===== src/rtl/mux_scan_sel_if.sv =====
// Bus bundle for mux_scan_sel: parallel channel sources in, one qualified word out.
interface mux_scan_sel_if #(
  parameter int N_CH  = 16,
  parameter int W     = 8,
  parameter int SEL_W = 4
);
  logic [N_CH*W-1:0] din;
  logic [N_CH-1:0]   ch_en;
  logic [SEL_W-1:0]  sel;
  logic [1:0]        mode;
  logic              start;
  logic              out_ready;
  logic [W-1:0]      dout;
  logic [SEL_W-1:0]  dout_ch;
  logic              dout_valid;
  logic              busy;
  logic              done;

  modport master (
    output din, ch_en, sel, mode, start, out_ready,
    input  dout, dout_ch, dout_valid, busy, done
  );

  modport slave (
    input  din, ch_en, sel, mode, start, out_ready,
    output dout, dout_ch, dout_valid, busy, done
  );
endinterface


===== src/rtl/mux_scan_sel.sv =====
// Registered N-channel word multiplexer with direct select and an auto-scan
// mode that walks the enabled channels one word per valid/ready handshake.
//
// state | meaning
// IDLE  | direct select (mode 0), hold (mode 3), or waiting for a scan start
// SCAN  | a channel is presented; advance on each accepted word
// FIN   | one-cycle done pulse, busy drops, back to IDLE
module mux_scan_sel #(
  parameter int N_CH  = 16,
  parameter int W     = 8,
  parameter int SEL_W = 4
) (
  input  logic           clk,
  input  logic           rst_n,
  mux_scan_sel_if.slave  bus
);

  typedef enum logic [1:0] {
    ST_IDLE = 2'd0,
    ST_SCAN = 2'd1,
    ST_FIN  = 2'd2
  } state_t;

  state_t           r_state;
  logic [W-1:0]     r_dout;
  logic [SEL_W-1:0] r_dout_ch;
  logic             r_dout_valid;
  logic             r_busy;
  logic             r_done;
  logic             r_dir_down;

  logic             w_sel_ok;
  logic [W-1:0]     w_sel_data;
  logic             w_down;
  int               w_lo;
  int               w_hi;
  logic             w_found;
  logic [SEL_W-1:0] w_nxt_ch;
  logic [W-1:0]     w_nxt_data;

  // Direct-mode decode; selects >= N_CH never match a channel, so they never index din.
  always_comb begin
    w_sel_ok   = 1'b0;
    w_sel_data = '0;
    for (int k = 0; k < N_CH; k++) begin
      if (bus.sel == SEL_W'(k)) begin
        w_sel_ok   = bus.ch_en[k];
        w_sel_data = bus.din[k*W +: W];
      end
    end
  end

  // Next enabled channel in the scan direction; from IDLE the whole range is searched.
  always_comb begin
    w_down     = (r_state == ST_IDLE) ? bus.mode[1] : r_dir_down;
    w_lo       = (r_state == ST_IDLE) ? 0 : int'(r_dout_ch) + 1;
    w_hi       = (r_state == ST_IDLE) ? N_CH - 1 : int'(r_dout_ch) - 1;
    w_found    = 1'b0;
    w_nxt_ch   = '0;
    w_nxt_data = '0;
    if (!w_down) begin
      // Descending loop so the lowest qualifying index is the last to win.
      for (int k = N_CH - 1; k >= 0; k--) begin
        if (bus.ch_en[k] && (k >= w_lo)) begin
          w_found    = 1'b1;
          w_nxt_ch   = SEL_W'(k);
          w_nxt_data = bus.din[k*W +: W];
        end
      end
    end else begin
      for (int k = 0; k < N_CH; k++) begin
        if (bus.ch_en[k] && (k <= w_hi)) begin
          w_found    = 1'b1;
          w_nxt_ch   = SEL_W'(k);
          w_nxt_data = bus.din[k*W +: W];
        end
      end
    end
  end

  // Control FSM with registered outputs; async reset aborts any scan silently.
  always_ff @(posedge clk or negedge rst_n) begin
    if (!rst_n) begin
      r_state      <= ST_IDLE;
      r_dout       <= '0;
      r_dout_ch    <= '0;
      r_dout_valid <= 1'b0;
      r_busy       <= 1'b0;
      r_done       <= 1'b0;
      r_dir_down   <= 1'b0;
    end else begin
      r_done <= 1'b0;
      case (r_state)
        ST_IDLE: begin
          case (bus.mode)
            2'd0: begin
              r_dout_valid <= w_sel_ok;
              if (w_sel_ok) begin
                r_dout    <= w_sel_data;
                r_dout_ch <= bus.sel;
              end
            end
            2'd3: begin
              r_dout_valid <= r_dout_valid;
            end
            default: begin
              if (bus.start) begin
                r_dir_down <= bus.mode[1];
                r_busy     <= 1'b1;
                if (w_found) begin
                  r_dout       <= w_nxt_data;
                  r_dout_ch    <= w_nxt_ch;
                  r_dout_valid <= 1'b1;
                  r_state      <= ST_SCAN;
                end else begin
                  r_dout_valid <= 1'b0;
                  r_state      <= ST_FIN;
                end
              end else begin
                r_dout_valid <= 1'b0;
              end
            end
          endcase
        end
        ST_SCAN: begin
          if (r_dout_valid && bus.out_ready) begin
            if (w_found) begin
              r_dout    <= w_nxt_data;
              r_dout_ch <= w_nxt_ch;
            end else begin
              r_dout_valid <= 1'b0;
              r_state      <= ST_FIN;
            end
          end
        end
        ST_FIN: begin
          r_done  <= 1'b1;
          r_busy  <= 1'b0;
          r_state <= ST_IDLE;
        end
        default: begin
          r_state <= ST_IDLE;
        end
      endcase
    end
  end

  assign bus.dout       = r_dout;
  assign bus.dout_ch    = r_dout_ch;
  assign bus.dout_valid = r_dout_valid;
  assign bus.busy       = r_busy;
  assign bus.done       = r_done;

endmodule

===== src/flat_wrapper.sv =====
// flat-port wrapper written by rule: the top's interface ports become plain ports
module mux_scan_sel_flat 
#(
  parameter int N_CH  = 16,
  parameter int W     = 8,
  parameter int SEL_W = 4
)
  (clk, rst_n, bus_din, bus_ch_en, bus_sel, bus_mode, bus_start, bus_out_ready, bus_dout, bus_dout_ch, bus_dout_valid, bus_busy, bus_done);
  mux_scan_sel_if #(.N_CH(N_CH), .W(W), .SEL_W(SEL_W)) bus_i ();
  input  logic clk;
  input  logic rst_n;
  input wire logic [$bits(bus_i.din)-1:0] bus_din;
  input wire logic [$bits(bus_i.ch_en)-1:0] bus_ch_en;
  input wire logic [$bits(bus_i.sel)-1:0] bus_sel;
  input wire logic [$bits(bus_i.mode)-1:0] bus_mode;
  input wire logic [$bits(bus_i.start)-1:0] bus_start;
  input wire logic [$bits(bus_i.out_ready)-1:0] bus_out_ready;
  output wire logic [$bits(bus_i.dout)-1:0] bus_dout;
  output wire logic [$bits(bus_i.dout_ch)-1:0] bus_dout_ch;
  output wire logic [$bits(bus_i.dout_valid)-1:0] bus_dout_valid;
  output wire logic [$bits(bus_i.busy)-1:0] bus_busy;
  output wire logic [$bits(bus_i.done)-1:0] bus_done;
  assign bus_i.din = bus_din;
  assign bus_i.ch_en = bus_ch_en;
  assign bus_i.sel = bus_sel;
  assign bus_i.mode = bus_mode;
  assign bus_i.start = bus_start;
  assign bus_i.out_ready = bus_out_ready;
  assign bus_dout = bus_i.dout;
  assign bus_dout_ch = bus_i.dout_ch;
  assign bus_dout_valid = bus_i.dout_valid;
  assign bus_busy = bus_i.busy;
  assign bus_done = bus_i.done;
  mux_scan_sel #(.N_CH(N_CH), .W(W), .SEL_W(SEL_W)) u_core (.clk(clk), .rst_n(rst_n), .bus(bus_i));
endmodule

===== config.mk =====
export PLATFORM = sky130hd
export DESIGN_NAME = mux_scan_sel_flat
export DESIGN_NICKNAME = d
export VERILOG_FILES = /design/src/rtl/mux_scan_sel_if.sv /design/src/rtl/mux_scan_sel.sv /design/src/flat_wrapper.sv
export SDC_FILE = /design/constraint.sdc
export NUM_CORES = 1
export LEC_CHECK = 0
export ABC_CLOCK_PERIOD_IN_PS = 4000
export CAP_MARGIN = 10
export CELL_PAD_IN_SITES_DETAIL_PLACEMENT = 1
export CELL_PAD_IN_SITES_GLOBAL_PLACEMENT = 2
export CORE_UTILIZATION = 27
export DETAILED_ROUTE_END_ITERATION = 16
export PLACE_DENSITY_LB_ADDON = 0.1
export SETUP_SLACK_MARGIN = 0.05
export SLEW_MARGIN = 20
export SYNTH_ARGS = -nofsm -noshare
export SYNTH_HDL_FRONTEND = slang
export SYNTH_SLANG_ARGS = --single-unit

===== constraint.sdc =====
create_clock -name clk -period 4 [get_ports clk]
set_input_delay 0.4 -clock clk [delete_from_list [all_inputs] [get_ports clk]]
set_output_delay 0.4 -clock clk [all_outputs]
set_load 0.01 [all_outputs]

Word-level counts from Yosys, hierarchy flattened
Index checks and enable logic that the tools add are counted.
- output and inout bits: 15
- register bits: 18
- input bits: 154
- bitwise operators: 1
- $lt $le $gt $ge: 32
- add/sub/neg operators: 2
- eq/ne operators: 25
- reductions and logical operators: 44
- muxes and demuxes: 161
- operator list (cell ; number):
    8-bit two-way mux ; 53
    5-bit by 32-bit >= comparator with 1-bit output, first input constant ; 8
    5-bit by 32-bit less-or-equal comparator with 1-bit output, first input constant ; 8
    4-bit by 32-bit >= comparator with 1-bit output, first input constant ; 4
    4-bit by 32-bit less-or-equal comparator with 1-bit output, first input constant ; 4
    4-bit two-way mux ; 29
    3-bit by 32-bit >= comparator with 1-bit output, first input constant ; 2
    3-bit by 32-bit less-or-equal comparator with 1-bit output, first input constant ; 2
    32-bit two-way mux ; 2
    1-bit two-way mux ; 58
    1-bit logical AND ; 33
    4-bit equality test, second input constant ; 8
    1-bit by 32-bit >= comparator with 1-bit output, first input constant ; 1
    2-bit by 32-bit >= comparator with 1-bit output, first input constant ; 1
    1-bit by 32-bit less-or-equal comparator with 1-bit output, first input constant ; 1
    2-bit by 32-bit less-or-equal comparator with 1-bit output, first input constant ; 1
    8-bit one-hot mux with 2 select lines ; 2
    4-bit by 3-bit equality test with 1-bit output, second input constant ; 4
    4-bit one-hot mux with 2 select lines ; 2
    2-bit two-way mux ; 7
    3-bit two-way mux ; 4
    4-bit by 2-bit equality test with 1-bit output, second input constant ; 2
    2-bit != test, second input constant ; 4
    4-bit AND reduction ; 2
    other kinds (17) ; 23

Longest topological paths before layout
Gate-level depths: netlist of the first run.
- word-level depth: 25
- depth in mapped cells: 15

Worst setup path after synthesis of the first run
No wires, ideal clock.
- path type: flip-flop to flip-flop
- from: register u_core.r_dout_ch[0], in the netlist u_core.bus.dout_ch[0]
- to: register u_core.r_dout_valid, in the netlist u_core.bus.dout_valid
- clock period less this slack: 3.478 ns
- data arrival time: 3.348 ns
- library setup time: 0.129 ns
- path slack: 0.522 ns
- stages on the path, launching flop included: 14
- cells stage by stage: dfrtp_1 > buf_2 > inv_1 > ha_1 > buf_2 > o21ai_0 > o41ai_1 > nor2_1 > or4_4 > or4b_4 > o21a_2 > o2bb2ai_1 > o32ai_1 > a21oi_1
- longest elaborated chain between the ends: 25
- elaborated cells between the ends (all ways): 107
- classes of those cells: add/sub: 2; order compare: 32; eq/ne: 1; mux: 39; reduce/logical: 33
- ends and longest elaborated chain (element ; RTL line ; source):
    start: declaration ; mux_scan_sel.sv:26 ; logic [SEL_W-1:0] r_dout_ch;
    start signal: assignment ; mux_scan_sel.sv:100 ; r_dout_ch <= bus.sel;
    start signal: assignment ; mux_scan_sel.sv:112 ; r_dout_ch <= w_nxt_ch;
    start signal: assignment ; mux_scan_sel.sv:129 ; r_dout_ch <= w_nxt_ch;
    4-bit by 1-bit adder with 5-bit output / 4-bit by 1-bit subtractor with 5-bit output (equally long branches) ; mux_scan_sel.sv:56, mux_scan_sel.sv:57 ;
    32-bit two-way mux (on tied branches) ; mux_scan_sel.sv:56, mux_scan_sel.sv:57 ;
    5-bit by 32-bit >= comparator with 1-bit output / 1-bit by 32-bit less-or-equal comparator with 1-bit output (equally long branches) ; mux_scan_sel.sv:64, mux_scan_sel.sv:72 ;
    1-bit logical AND (on tied branches) ; mux_scan_sel.sv:64, mux_scan_sel.sv:72 ;
    1-bit two-way mux (on tied branches) (16 in series) ; mux_scan_sel.sv:64, mux_scan_sel.sv:72 ;
    1-bit two-way mux (*) ; mux_scan_sel.sv:61 ; if (!w_down) begin
    1-bit two-way mux ; mux_scan_sel.sv:110 ; if (w_found) begin
    1-bit two-way mux ; mux_scan_sel.sv:107 ; if (bus.start) begin
    1-bit one-hot mux with 2 select lines ; mux_scan_sel.sv:95 ; case (bus.mode)
    1-bit one-hot mux with 2 select lines ; mux_scan_sel.sv:93 ; case (r_state)
    end signal: assignment ; mux_scan_sel.sv:97 ; r_dout_valid <= w_sel_ok;
    end signal: assignment ; mux_scan_sel.sv:104 ; r_dout_valid <= r_dout_valid;
    end: declaration ; mux_scan_sel.sv:27 ; logic r_dout_valid;
Mark *: on every way between the ends. The rest lies on a longest branch, timed or not.
A chain may end at the register's enable or synchronous reset.

Worst setup path after layout of the first run
- from: register u_core.r_dout_ch[2], in the netlist u_core.bus.dout_ch[2]
- to: register u_core.r_dout[1], in the netlist u_core.bus.dout[1]
- longest elaborated chain between the ends: 25
- elaborated cells between the ends (all ways): 139
- classes of those cells: add/sub: 2; order compare: 32; mux: 73; reduce/logical: 32
- ends and longest elaborated chain (element ; RTL line ; source):
    4-bit by 1-bit adder with 5-bit output / 4-bit by 1-bit subtractor with 5-bit output (equally long branches) ; mux_scan_sel.sv:56, mux_scan_sel.sv:57 ;
    32-bit two-way mux (on tied branches) ; mux_scan_sel.sv:56, mux_scan_sel.sv:57 ;
    5-bit by 32-bit >= comparator with 1-bit output / 1-bit by 32-bit less-or-equal comparator with 1-bit output (equally long branches) ; mux_scan_sel.sv:64, mux_scan_sel.sv:72 ;
    1-bit logical AND (on tied branches) ; mux_scan_sel.sv:64, mux_scan_sel.sv:72 ;
    8-bit two-way mux (tied with other cells) (16 in series) ; mux_scan_sel.sv:64 ; if (bus.ch_en[k] && (k >= w_lo)) begin
    8-bit two-way mux / 1-bit two-way mux (equally long branches) ; mux_scan_sel.sv:61 ;
    8-bit two-way mux (*) ; mux_scan_sel.sv:110, mux_scan_sel.sv:127 ;
    8-bit two-way mux ; mux_scan_sel.sv:107 ;
    8-bit one-hot mux with 2 select lines ; mux_scan_sel.sv:95 ;
    8-bit one-hot mux with 2 select lines (*) ; mux_scan_sel.sv:93 ;
    end signal: assignment ; mux_scan_sel.sv:99 ; r_dout <= w_sel_data;
    end signal: assignment ; mux_scan_sel.sv:111 ; r_dout <= w_nxt_data;
    end signal: assignment ; mux_scan_sel.sv:128 ; r_dout <= w_nxt_data;
    end: declaration ; mux_scan_sel.sv:25 ; logic [W-1:0] r_dout;
Mark *: on every way between the ends. The rest lies on a longest branch, timed or not. The select of a mux whose other input is x is not followed.

==> flow_metrics.tcl, run 1 <==
set metrics [dict create \
    area_growth_pct 44.38 \
    p_int_mw 2.492 \
    fin_hold_ws_ps 111.7 \
    power.switching_mw 3.799 \
    port_buffers 168 \
    crit_type "flop to flop" \
    worstSkewPairLatency_ps 270 \
    fin_util_pct 39.86 \
    synth_ff_type "dfrtp_1" \
    dr.first_iter.drc_count 1085 \
    hold_viol_final 0 \
    grt_max_degree 25 \
    synth_mux_area_share_pct 9.608 \
    drive_gt1_share_pct 16.09 \
    final_area_sq_um 9025 \
    synth.avg_cell_area_sq_um 6.664 \
    die-width_microns 154.2 \
    cts_max_level 1 \
    grt_overflow 0 \
    crit_path_start "u_core.bus.dout_ch[2]" \
    cts_tree "built" \
    ios 169 \
    rr_worst_depth 9 \
    setup_ws_ps 85.79 \
    clock_path_buffers 2 \
    grt_usage_pct 40.09 \
    met3_length_microns 4488 \
    grt_pass1_vias 9588 \
    skew_ps 8.843 \
    synth-seq-area-share_pct 7.206 \
    crit_required_ps 4210 \
    p_leak_nw 3.429 \
    clock-sinks 18 \
    synth_seq_cells 18 \
    arrival_ps 4120 \
    synthMostInstantiatedCell "a21oi_1" \
    synthCells 938 \
    synth_commonest_cells "93 x a21oi_1, 89 x nand2_1, 89 x nor2_1, 81 x o21ai_0, 47 x nand3_1" \
    drtPass1Iterations 5 \
    rsz0062_at_grt "yes" \
    hold_buffers 0 \
    p_clk_share_pct 4.0 \
    power.density_nw_per_um2 697.1 \
    wl_per_cell_microns 33.48 \
    crit_fanout 13 \
    worstSetupStartpointType "flop" \
    r2r_start "u_core.bus.dout_ch[2]" \
    synth_area_sq_um 6251 \
    drc 0 \
    post-place-cells 1442 \
    vias 9754 \
    synth_compound_area_share_pct 48.76 \
    start_util_pct 27.61 \
    totalPowerFinal_mw 6.291 \
    comb_power_share_pct 90.7 \
    grt_pass1_wl_microns 68600 \
    peakVddDrop_uv 222.7 \
    pre_cts_slack_ps 22.32 \
    synthSimpleGateAreaFrac_pct 25.96 \
    synth_top_area_share_pct 7.446 \
    slew_violations 0 \
    synth-adder-area-share_pct 0.9608 \
    synthArstFlopShare_pct 100.0 \
    finalCritPeriodShare_pct 97.86 \
    wl_microns 48470 \
    yosysWarnings 0 \
    maxCapViolCount 0 \
    root_buffer "clkbuf_16" \
    num_rows 55 \
    route.met2.wl_microns 21210 \
    wl_met1_microns 21030 \
    dieHeight_microns 154.2 \
    nNetsFinal 1321 \
    period_minus_slack_ps 3914 \
    clk_pin_slew_ps 70 \
    final-setup-viol-count 0 \
    p_sw_share_pct 60.39 \
    fin_cells 1448 \
    seqPwrFrac_pct 5.3 \
    synthXorXnorAreaFrac_pct 1.221 \
    synth_area_leader_cell "a21oi_1" \
    fmax_mhz 255.5 \
    r2r-end "u_core.bus.dout[1]" \
    placed_cell_area_sq_um 8921 \
    synth_top_family_by_area "compound AO/OA/AOI/OAI gates" \
    synth_fp_nets 1096 \
    avgViaCountPerCell 6.736 \
    drtAntennaViolNets 0 \
    critPathCaptureType "flop" \
    antenna_found_initial 0 \
    core_area_sq_um 22640 \
    cts_buffers 3 \
    r2r_slack_ps 90 \
    final.setup.tns_ps 0 \
    synthDistinctLibCells 90 \
    synth_edf_count 0 \
    dp_hpwl_microns 39950 \
    slew_headroom_pct 35.84 \
    dieArea_sq_um 23760 \
    place.gp.congestion 1.020 \
    status "completed" \
    worst_pin_slew_ps 960.4 \
    hold_class "input port to async pin" \
    top_layer_used "met4" \
    synthTopCellsByArea "a21oi_1 7.4%, dfrtp_1 7.2%, o21ai_0 6.5%" \
]
[sequential cells by signal (all words and copies together) (netlist names)]
name,flops
u_core.r_dir_down,1
u_core.bus.dout_valid,1
u_core.bus.dout,8
u_core.r_state,2
u_core.bus.dout_ch,4
u_core.bus.done,1
u_core.bus.busy,1
[how the worst max path moves through the flow]
stage,endpoint,slack (ps),depth (start not counted)
finish,u_core.bus.dout[1],90,9
global route,u_core.bus.dout[1],40,12
CTS,u_core.bus.dout[1],180,11
detailed placement,u_core.bus.dout[2],20,11
global placement,u_core.bus.dout[2],100,11
floorplan,u_core.bus.dout_valid,520,13
[worst max-delay path, cell delays in order (launching register included)]
cell and delay (ps):
dfrtp_1 590, or3_1 590, o22ai_1 620, or2_2 370, nand3_1 170, nand4b_1 340
o21ai_4 370, a21o_1 400, a22o_1 270, a41o_1 130
[layout by cell type, fill, tap and decap left out, drive strengths merged, types with 17 or more instances in the layout]
cell           netlist  routed
a31oi               21      21
nand3               47      47
o21ai               90      90
inv                 17      17
mux2i               24      24
o22ai               18      18
dfrtp               18      18
nor3                34      34
buf                 27     127
clkdlybuf4s50        0     165
a21oi               93      93
o211ai              20      20
a221oi              25      25
nor2                89      89
nand2               89      89
[per-layer routing]
metal | up-vias | track usage, %
met5 | - | 0
met4 | 0 | 14.90
met2 | 648 | 62.42
met3 | 112 | 7.948
met1 | 4809 | 54.31
li1 | 4185 | -
[kinds of logic (layout without fill, tap and decap cells)]
group | after synthesis | in the layout
and+or+nand+nor | 338 | 338
muxes | 43 | 43
buffers and inverters | 90 | 314
other | 0 | 1
adders and majority gates | 5 | 5
xor gates and xnor gates | 7 | 7
AOI/OAI and AO/OA | 437 | 437
DFF | 18 | 18
[power groups by stage]
stage | logic, mW | clock network (mW) | registers (mW)
final | 5.71 | 0.250 | 0.336
after global routing | 5.91 | 0.257 | 0.342
after CTS | 5.46 | 0.252 | 0.331
after detailed placement | 5.43 | 0 | 0.333
after global placement | 5.44 | 0 | 0.330
after floorplan | 2.91 | 0 | 0.320
[final cells by class]
class	count	area (sq um)
antenna	1	2.502
clock buffer	4	88.84
fill	2858	13620
inverter	18	67.56
multi-input combinational	830	5421
sequential	18	450.4
tap	285	356.6
timing repair buffer	292	2638
[timing repair]
item | 4_1_cts | 5_1_grt
pin swaps | 0 | 1
setup endpoints to repair | 1 | 2
setup buffers | 0 | 1
resized for setup | 1 | 2
Note: power is estimated with default switching activity, not from simulation.
==> inputs of run 2 (changes only) <==
--- a/config.mk
+++ b/config.mk
@@ -11,9 +11,10 @@
 export CELL_PAD_IN_SITES_GLOBAL_PLACEMENT = 2
 export CORE_UTILIZATION = 27
 export DETAILED_ROUTE_END_ITERATION = 16
-export PLACE_DENSITY_LB_ADDON = 0.1
+export PLACE_DENSITY = 0.95
 export SETUP_SLACK_MARGIN = 0.05
 export SLEW_MARGIN = 20
 export SYNTH_ARGS = -nofsm -noshare
 export SYNTH_HDL_FRONTEND = slang
 export SYNTH_SLANG_ARGS = --single-unit
+export TNS_END_PERCENT = 10
==> run 2 against run 1 <==
Critical path depth up 4. Sequential cell count unchanged. Largest power group unchanged. Non-clock buffer count down 28. Maximum frequency down 0.68%. Core utilization down 0.98 points.
==> flow_metrics.tcl, run 2 (same netlist as run 1, synthesis figures left out) <==
set metrics [dict create \
    status "completed" \
    fin_util_pct 38.88 \
    nNetsFinal 1293 \
    drive_gt1_share_pct 14.20 \
    largest_reg_flops 8 \
    layout_commonest_cell "clkdlybuf4s50_1" \
    ios 169 \
    r2r-end "u_core.bus.dout[7]" \
    fmax_mhz 253.7 \
    r2r_start "u_core.bus.dout_ch[0]" \
    pre_cts_slack_ps 123.1 \
    final-setup-viol-count 0 \
    dp_hpwl_microns 34300 \
    grt_overflow 0 \
    dieHeight_microns 154.2 \
    critPathCaptureType "flop" \
    grt_pass1_vias 9644 \
    vias 10051 \
    worstSkewPairLatency_ps 260 \
    place.gp.congestion 1.164 \
    cts_tree "built" \
    r2r_slack_ps 60 \
    crit_type "flop to flop" \
    hold_viol_final 0 \
    fin_cells 1420 \
    fin_hold_ws_ps 508.9 \
    hold_class "flop to flop" \
    wl_microns 42600 \
    crit_required_ps 4140 \
    num-fill-cells 2846 \
    post-place-cells 1413 \
    totalPowerFinal_mw 5.925 \
    cts_buffers 3 \
    root_buffer "clkbuf_16" \
    grt_use_met3_pct 11.27 \
    grt_pass1_wl_microns 61680 \
    clock-sinks 18 \
    rr_worst_depth 13 \
    port_buffers 168 \
    crit_fanout 11 \
    grt_use_met1_pct 44.66 \
    setup_ws_ps 58.84 \
    dieArea_sq_um 23760 \
    grt_usage_pct 34.44 \
    clock_path_buffers 2 \
    num_rows 55 \
    skew_ps 2.298 \
    finalCritPeriodShare_pct 98.53 \
    die-width_microns 154.2 \
    drc 0 \
    cts_max_level 1 \
    holdPathStages 2 \
    dr.first_iter.drc_count 1613 \
    start_util_pct 27.61 \
    grt_max_degree 37 \
    avgViaCountPerCell 7.078 \
    power.density_nw_per_um2 673.0 \
    arrival_ps 4090 \
    period_minus_slack_ps 3941 \
    core_area_sq_um 22640 \
    p_leak_nw 3.279 \
    drtAntennaViolNets 0 \
    worstHoldStart "u_core.bus.dout[4]" \
    whs_endpoint "u_core.bus.dout[4]" \
    final.setup.tns_ps 0 \
    area_growth_pct 40.83 \
    maxCapViolCount 0 \
    wl_per_cell_microns 30.00 \
    final_area_sq_um 8803 \
    final_cell_mix "166 x clkdlybuf4s50_1, 96 x buf_4, 93 x a21oi_1" \
    drtPass1Iterations 6 \
    placed_cell_area_sq_um 8675 \
    slew_headroom_pct 31.15 \
    worst_pin_slew_ps 1022 \
    worstSetupStartpointType "flop" \
    use_met2_pct 50.69 \
    rsz0062_at_grt "yes" \
    busiest_layer "met2" \
    slew_violations 0 \
    antenna_found_initial 2 \
    peakVddDrop_uv 222.3 \
    clk_pin_slew_ps 60 \
]
==> run 2: cell count changes in the layout (fill, tap and decap cells not counted), sizes merged <==
cell | previous run | this run
buf | 127 | 98
clkdlybuf4s50 | 165 | 166
==> run 2: per-layer routing <==
| metal | routed length [microns] | vias up |
|---|---|---|
| li1 | - | 4128 |
| met1 | 15770 | 4696 |
| met2 | 17180 | 991 |
| met3 | 6830 | 232 |
| met4 | 2798 | 4 |
| met5 | 21 | - |
==> run 2: critical path: stages (launching register included) <==
cell and delay, ps:
dfrtp_1 410, inv_1 120, ha_1 310, buf_4 190, nor2b_1 120, o311ai_1 320
buf_4 210, nand3_1 430, buf_4 360, nand3_1 90, a21oi_1 80, a2111oi_0 580
a2111oi_0 250, o31a_1 330
==> run 2: area by class of cell <==
cell class              count  area, sq um  share of cell area, %
well taps                 285        356.6                  4.051
clock buffers               4        88.84                  1.009
repair buffers            264         2407                  27.35
inverters                  18        67.56                 0.7675
flip-flops and latches     18        451.7                  5.131
multi-input cells         830         5429                  61.67
diodes                      1        2.502                0.02843
==> run 2: where the power goes <==
group	internal, mW	total [mW]	switching [mW]
Combinational	1.92	5.34	3.42
Sequential	0.244	0.352	0.108
Clock	0.153	0.234	0.0810
==> run 2: repair_timing <==
item / in CTS / in global routing
buffers inserted: 0 / 2
hold buffers: 0 / 0
endpoints found under the hold margin: 0 / 0
setup endpoints to repair: 0 / 12
resized for setup: 0 / 8
==> run 2: worst max-delay path by stage <==
stage,startpoint,to,slack [ps],cells past startpoint
floorplan,u_core.bus.dout_ch[0],u_core.bus.dout_valid,520,13
global placement,u_core.bus.dout_ch[1],u_core.bus.dout[2],150,13
detailed placement,u_core.bus.dout_ch[1],u_core.bus.dout[7],120,12
CTS,u_core.bus.dout_ch[1],u_core.bus.dout[2],80,13
global route,u_core.bus.dout_ch[1],u_core.bus.dout[7],20,13
finish,u_core.bus.dout_ch[0],u_core.bus.dout[7],60,13
==> RTL edit: new RTL, config.mk and constraints of run 1 <==
`W` is set to 8 in 3 places; all go to 10.
--- a/src/rtl/mux_scan_sel_if.sv
+++ b/src/rtl/mux_scan_sel_if.sv
@@ -2,5 +2,5 @@
 interface mux_scan_sel_if #(
   parameter int N_CH  = 16,
-  parameter int W     = 8,
+  parameter int W     = 10,
   parameter int SEL_W = 4
 );
--- a/src/rtl/mux_scan_sel.sv
+++ b/src/rtl/mux_scan_sel.sv
@@ -8,5 +8,5 @@
 module mux_scan_sel #(
   parameter int N_CH  = 16,
-  parameter int W     = 8,
+  parameter int W     = 10,
   parameter int SEL_W = 4
 ) (
--- a/src/flat_wrapper.sv
+++ b/src/flat_wrapper.sv
@@ -3,5 +3,5 @@
 #(
   parameter int N_CH  = 16,
-  parameter int W     = 8,
+  parameter int W     = 10,
   parameter int SEL_W = 4
 )
Interface: changed (resized bus_din and bus_dout); port bits go from 169 to 203. The function was not compared with the original's and may differ.
==> RTL edit against run 1 <==
- sequential cell count grew 2
- wire length grew 21%
- design area increased by 17%
- power rose by 12%
- area after synthesis up 18%
- core utilization down 0.50 points
- clock skew fell by 0.0069 ns
- setup slack improved by 0.037 ns
- hold slack better by 0.39 ns
- first-iteration DRC count is 38% higher
- sequential share of layout area fell by 0.25 points
- critical path depth up 4
- critical endpoint is now u_core.bus.dout_ch[0]$_DFFE_PN0P_
- largest cell class unchanged
==> RTL edit: results (changes against run 1) <==
Setup path
  • Worst stage delay on the critical path: 0.67 ns (was 0.62 ns)
  • CP max-delay cell: xor2_1 (was o22ai_1)
  • Worst setup endpoint: u_core.bus.dout_ch[0]$_DFFE_PN0P_ (was u_core.bus.dout[1]$_DFFE_PN0P_)
  • Crit Path Class: reg -> reg (unchanged)
  • Reg2Reg Setup Slack: 0.12 ns (was 0.09 ns)
  • Worst r2r src: u_core.bus.dout_ch[1]$_DFFE_PN0P_ (was u_core.bus.dout_ch[2]$_DFFE_PN0P_)
  • Critical Path AT: 4.09 ns (was 4.12 ns)
  • R2R cell count: 13 (was 9)
  • Max FO, Critical Path: 9 (was 13)

Cells and area
  • Layout cells sized above 1: 0.140 (was 0.161)
  • Fillers: 3428 (was 2858)
  • Max FFs per register: 10 (was 8)
  • Nets: 1579 (was 1321)
  • Post-layout util: 0.394 (was 0.399)
  • Ant diodes: 0 (was 1)

STA
  • Final hold vios: 0 (unchanged)
  • Max_slew headroom: 0.293 (was 0.358)
  • Hold_ws: 0.497 ns (was 0.112 ns)
  • Post-route minimum period: 3.88 ns (was 3.91 ns)
  • Clock Skew: 0.00197 ns (was 0.00884 ns)

Outcome
  • Status: finished clean (unchanged)

Yosys
  • XOR/XNOR Fraction of Synth Area: 0.00474 (was 0.0122)
  • Distinct cells, synth: 89 (was 90)
  • YS warnings: 0 (unchanged)
  • Avg Inst Size Synth: 6.45 um^2 (was 6.66 um^2)
  • Adder-Cell Fraction of Synth Area: 0.00677 (was 0.00961)
  • Sequential area share after synthesis: 0.0677 (was 0.0721)
  • Synth Area in Compound Gates: 0.496 (was 0.488)
  • Top cells by count, synth: nor2_1, nand2_1, o21ai_0 (was a21oi_1, nand2_1, nor2_1)
  • Largest cells by area after synthesis: dfrtp_1, nor2_1, o21ai_0 (was a21oi_1, dfrtp_1, o21ai_0)
  • Multiplexer area fraction after synthesis: 0.0633 (was 0.0961)
  • Syn Nets: 1336 (was 1096)

Power and ir drop
  • Clock net power: 0.000310 W (was 0.000250 W)
  • Power in sequential cells: 0.000388 W (was 0.000336 W)
  • Switch share: 0.611 (was 0.604)
  • P_int: 0.00273 W (was 0.00249 W)
  • Leak Pwr: 3.98 nW (was 3.43 nW)
  • Worst vdd ir: 0.206 mV (was 0.223 mV)

Place
  • DP HPWL: 47900 um (was 39900 um)
  • Pre-CTS WS: -0.175 ns (was 0.0223 ns)
  • Cell Area, Placed: 10400 um^2 (was 8920 um^2)
  • Placed Cells: 1725 (was 1442)
  • Buffers on Ports: 202 (was 168)
  • Placer Congestion: 1.03 (was 1.02)

Clock network
  • Clock Latency Late Sink: 0.27 ns (about the same)
  • PostCTS Resize Cnt: 5 (was 1)
  • Postcts setup bufs: 0 (unchanged)

Routing
  • DR vias/cell: 6.92 (was 6.74)
  • First DRT Iteration DRCs: 1496 (was 1085)
  • Routed len/inst: 33.9 um (was 33.5 um)
  • DR vias: 12.0k (was 9754)

Global routing
  • Initial antenna violation count: 0 (unchanged)
  • First-pass GRT wire length: 82700 um (was 68600 um)
  • GRT Overall Usage: 0.406 (was 0.401)
  • Largest net degree at the start of global routing: 33 (was 25)
## RTL edit: cell types whose count changed in the layout (fill, tap and decap cells not counted), sizes merged, moves of 11 or more
cell           before  now
nor2               89  132
clkdlybuf4s50     165  199
nand2              89  112
a31oi              21   35
nor4                3   15
o21ai              90  102
a21oi              93   82
## RTL edit: logic make-up after synthesis
logic type,count (synthesis)
compound gates,511
xor+xnor,4
fa+ha+maj,4
buf+inv,123
flops,20
mux,38
simple gates,446
## RTL edit: per-layer routing
layer | wire, um | up-vias | part of all wire | GRT usage
met2 | 25900 | 848 | 0.44 | 0.647
li1 | - | 5021 | - | -
met3 | 5480 | 177 | 0.094 | 0.0548
met1 | 23300 | 5926 | 0.40 | 0.525
met5 | 0 | - | 0 | 0
met4 | 3850 | 0 | 0.066 | 0.234
## RTL edit: layout make-up
type,instances,share of cell area
multi-input combinational,1003,0.606
timing repair buffer,336,0.287
sequential,20,0.0474
tap,341,0.0403
inverter,25,0.00887
clock buffer,3,0.00710
clock inverter,1,0.00284
